[src/rtl/rvc_asap_5pl_dma.sv]
// rtl/rvc_asap_5pl_dma.sv - word-copy DMA initiator on the rvc_asap data-memory port
module rvc_asap_5pl_dma #(
    parameter int LEN_W = 16
) (
    input  logic             Clock,
    input  logic             Rst,
    input  logic             Start,
    input  logic [31:0]      SrcAddr,
    input  logic [31:0]      DstAddr,
    input  logic [LEN_W-1:0] Length,
    output logic             Busy,
    output logic             Done,
    output logic             Error,
    output logic             BusReq,
    input  logic             BusGnt,
    output logic [31:0]      data,
    output logic [31:0]      address,
    output logic [3:0]       byteena,
    output logic             wren,
    output logic             rden,
    input  logic [31:0]      q
);
    typedef enum logic [2:0] {S_IDLE, S_CHK, S_REQ, S_RD, S_WR, S_FIN} state_t;

    state_t           state;
    logic [31:0]      src_q;
    logic [31:0]      dst_q;
    logic [LEN_W-1:0] cnt_q;
    logic             err_q;
    logic             misaligned;

    assign misaligned = (src_q[1:0] != 2'b00) || (dst_q[1:0] != 2'b00);

    // Read data is forwarded straight from memory during the write cycle only.
    assign data = wren ? q : 32'h0;

    always_ff @(posedge Clock) begin
        if (Rst) begin
            state   <= S_IDLE;
            src_q   <= '0;
            dst_q   <= '0;
            cnt_q   <= '0;
            err_q   <= 1'b0;
            Busy    <= 1'b0;
            Done    <= 1'b0;
            Error   <= 1'b0;
            BusReq  <= 1'b0;
            address <= '0;
            byteena <= '0;
            wren    <= 1'b0;
            rden    <= 1'b0;
        end else begin
            Done    <= 1'b0;
            Error   <= 1'b0;
            wren    <= 1'b0;
            rden    <= 1'b0;
            address <= '0;
            byteena <= '0;
            case (state)
                S_IDLE: begin
                    if (Start) begin
                        src_q <= SrcAddr;
                        dst_q <= DstAddr;
                        cnt_q <= Length;
                        Busy  <= 1'b1;
                        state <= S_CHK;
                    end
                end
                S_CHK: begin
                    if (misaligned) begin
                        err_q <= 1'b1;
                        Busy  <= 1'b0;
                        Done  <= 1'b1;
                        Error <= 1'b1;
                        state <= S_FIN;
                    end else if (cnt_q == '0) begin
                        Busy  <= 1'b0;
                        Done  <= 1'b1;
                        state <= S_FIN;
                    end else begin
                        BusReq <= 1'b1;
                        state  <= S_REQ;
                    end
                end
                S_REQ: begin
                    if (BusGnt) begin
                        rden    <= 1'b1;
                        address <= src_q;
                        byteena <= 4'hF;
                        state   <= S_RD;
                    end
                end
                S_RD: begin
                    // The write always follows its read, even if grant was withdrawn.
                    wren    <= 1'b1;
                    address <= dst_q;
                    byteena <= 4'hF;
                    state   <= S_WR;
                end
                S_WR: begin
                    src_q <= src_q + 32'd4;
                    dst_q <= dst_q + 32'd4;
                    cnt_q <= cnt_q - LEN_W'(1);
                    if (cnt_q == LEN_W'(1)) begin
                        Busy   <= 1'b0;
                        BusReq <= 1'b0;
                        Done   <= 1'b1;
                        Error  <= err_q;
                        state  <= S_FIN;
                    end else if (BusGnt) begin
                        rden    <= 1'b1;
                        address <= src_q + 32'd4;
                        byteena <= 4'hF;
                        state   <= S_RD;
                    end else begin
                        state <= S_REQ;
                    end
                end
                S_FIN: begin
                    err_q <= 1'b0;
                    state <= S_IDLE;
                end
                default: state <= S_IDLE;
            endcase
        end
    end
endmodule

[config.mk]
export PLATFORM = sky130hd
export DESIGN_NAME = rvc_asap_5pl_dma
export DESIGN_NICKNAME = d
export VERILOG_FILES = /design/src/rtl/rvc_asap_5pl_dma.sv
export SDC_FILE = /design/constraint.sdc
export NUM_CORES = 1
export LEC_CHECK = 0
export CAP_MARGIN = 0
export CORE_MARGIN = 2
export CORE_UTILIZATION = 25
export DETAILED_ROUTE_END_ITERATION = 6
export SLEW_MARGIN = 20
export SYNTH_ARGS = -nofsm -noshare
export SYNTH_HDL_FRONTEND = slang
export SYNTH_SLANG_ARGS = --single-unit
[constraint.sdc]
create_clock -name Clock -period 2.4 [get_ports Clock]
set_input_delay 0.6 -clock Clock [delete_from_list [all_inputs] [get_ports Clock]]
set_output_delay 0.6 -clock Clock [all_outputs]
set_load 0.05 [all_outputs]
==> metrics.cfg <==
[status]
status=completed

[drt]
ant_nets=0
vias=7632
drtPass1Iterations=6
drc_errors=0
drt_first_iter_violations=540
finalWirelength_mm=25.83
wl_per_cell_um=18.06
routed_via_density=5.337

[grt]
grt_pass1_wl_mm=39.47
grtUsageMet3=0.04070
top_usage_layer=met2
grt_start_max_net_pins=70
grtUsageMet2=0.2922
grt_pass1_vias=7110
grt_usage=0.1762
use_met1=0.2172
grt_remaining_overflow=0
antenna_found_initial=0

[timing]
fin_crit_sh=0.9662
fmax_mhz=431.2
min_period_ps=2319
hold_violations=0
final.setup_skew_ps=7.980
tightest_slew_ps=619.6
grt_setup_unrepaired=no
maxSlewHeadroom=0.5856
finalSetupTns_ps=0
slew_viol_final=0
fin_hold_ws_ps=471.1
setup_viol=0

[synth]
syn_avg_cell_area_um2=7.825
ys_ff_latch=123
synth-edff-count=0
netlist_instances=882
synth_nets=1003
synth_ff_type=dfxtp_1
async_flop_share=0
yosysUniqueCellTypes=69
seq_area_frac_synth=0.3568
syn_area_mm2=0.006902
ys_warn_count=0

[finish]
diodes=0
design_area_mm2=0.01030
drive_above_1_share=0.1625
final_util=0.3810
final_common_cell=clkdlybuf4s50_1
syn_to_final_growth_pct=49.18
final_cells=1430
fin_nets=1197
layout_common_cells=155 x clkdlybuf4s50_1, 123 x dfxtp_1, 103 x nor2_1, 90 x a21oi_1, 77 x nand2_1

[clocking]
cts_hold_buf=0
htree_levels=4
postCtsSetupRepairBufs=0
cts_tree=yes
clock-root-buffer=clkbuf_16
cts.clk_slew.worst_paths_ps=60
cts_made_buffers=17
cts_sinks=123
cts_buffer_depth=2
insertion_delay_ps=430

[setup_path]
cp.arrival_ps=2620
endpoint_kind=flip-flop
crit_required_ps=2700
worstSetupPathType=flip-flop to flip-flop
crit_path_start_kind=flip-flop
cp_max_fo=29

[placed_design]
io_buffers=189
placed_area_mm2=0.009712
gp_congestion=0.8345
hpwlAfterDp_mm=18.93
dp.cells=1398

[floorplan]
die-area_mm2=0.02895
die_w_um=170.2
io_pins=190
floorplan.rows=60
die_h_um=170.2
core-area_mm2=0.02703
start_util=0.2554

[hold_path]
hold_path.class=flip-flop to flip-flop

[run]
drv_cap=0

[power_and_ir_drop]
p_leak_uw=0.003612
powerDensity_mw_per_mm2=804.4
ir_drop_mv=0.3890

-- timing repair --
action                                  CTS  global route
gates resized for setup                   0             1
endpoints found under the setup margin    0             1
hold endpoints to repair                  0             0
-- Yosys cell counts (8+ instances only) --
| master | number | area [um^2] |
|---|---|---|
| a221oi_1 | 9 | 78.83 |
| nand3_1 | 40 | 200.2 |
| nor3_1 | 40 | 200.2 |
| and4_1 | 8 | 70.07 |
| a221oi_2 | 16 | 240.2 |
| or3_1 | 14 | 87.58 |
| a31oi_1 | 24 | 150.1 |
| nand4_1 | 13 | 81.33 |
| nor2_1 | 104 | 390.4 |
| inv_1 | 13 | 48.80 |
| and2_1 | 35 | 219.0 |
| buf_6 | 8 | 90.09 |
| dfxtp_1 | 123 | 2462 |
| a21oi_1 | 90 | 450.4 |
| a311oi_1 | 14 | 122.6 |
| o21ai_0 | 45 | 225.2 |
| clkbuf_1 | 45 | 168.9 |
| and3_1 | 16 | 100.1 |
| o211ai_1 | 11 | 82.58 |
| o21a_1 | 12 | 90.09 |
| nand2_1 | 77 | 289.0 |
-- power by group --
part | switching, uW | leakage (uW) | internal, uW
Sequential | 447 | 0.00101 | 2430
Clock | 960 | 0.000274 | 1570
Combinational | 1670 | 0.00233 | 1210
Total | 3070 | 0.00361 | 5210
-- flip-flops by register name, summed over array words and instances (netlist names) --
signal	cells
dst_q	32
Done	1
byteena	1
cnt_q	16
Busy	1
Error	1
wren	1
state	3
address	32
err_q	1
rden	1
src_q	32
BusReq	1
-- layout make-up --
type                            count  area, um^2
Fill cell                        2778       16730
Clock buffer                       20       456.7
Timing Repair Buffer              250        2750
Tap cell                          341       426.7
Sequential cell                   123        2462
Multi-Input combinational cell    671        4029
Inverter                           13       48.80
Clock inverter                     12       122.6
-- final timing paths --
check                  from           to  slack, ps  depth (start not counted)
setup / recovery  cnt_q[14]  address[15]         80                          7
setup reg to reg  cnt_q[14]  address[15]         80                          7
hold / removal       BusReq       BusReq        470                          2
hold reg to reg      BusReq       BusReq        470                          2
-- layer usage --
metal,wire [um],vias up
met5,0,-
met3,1854,43
met4,805,0
li1,-,3662
met2,12030,321
met1,11140,3606
-- stage by stage --
stage | power, uW | worst slack, ps
finish | 8282 | 81.06
global route | 8765 | 6.999
CTS | 8323 | 88.51
detailed placement | 5764 | 23.90
global placement | 5715 | 58.85
floorplan | 4617 | 311.7
-- worst max-delay path, stage by stage, from the launching register on --
cell and delay [ps]:
dfxtp_1 300, or3_4 400, or3_4 380, o311ai_4 430, buf_12 230, o21ai_0 130
a221oi_2 240, nor2_1 70
-- cell families (layout without fill, tap and decap cells) --
kind of cell | after synthesis | after routing | synth area share
AO/OA/AOI/OAI | 277 | 277 | 0.2805
adder cells (fa/ha/maj) | 5 | 5 | 0.009065
buffers and inverters | 88 | 295 | 0.06381
flip-flops | 123 | 123 | 0.3568
multiplexers | 4 | 4 | 0.006345
AND/OR/NAND/NOR | 385 | 385 | 0.2835
Power figures use the tool's default switching activity.
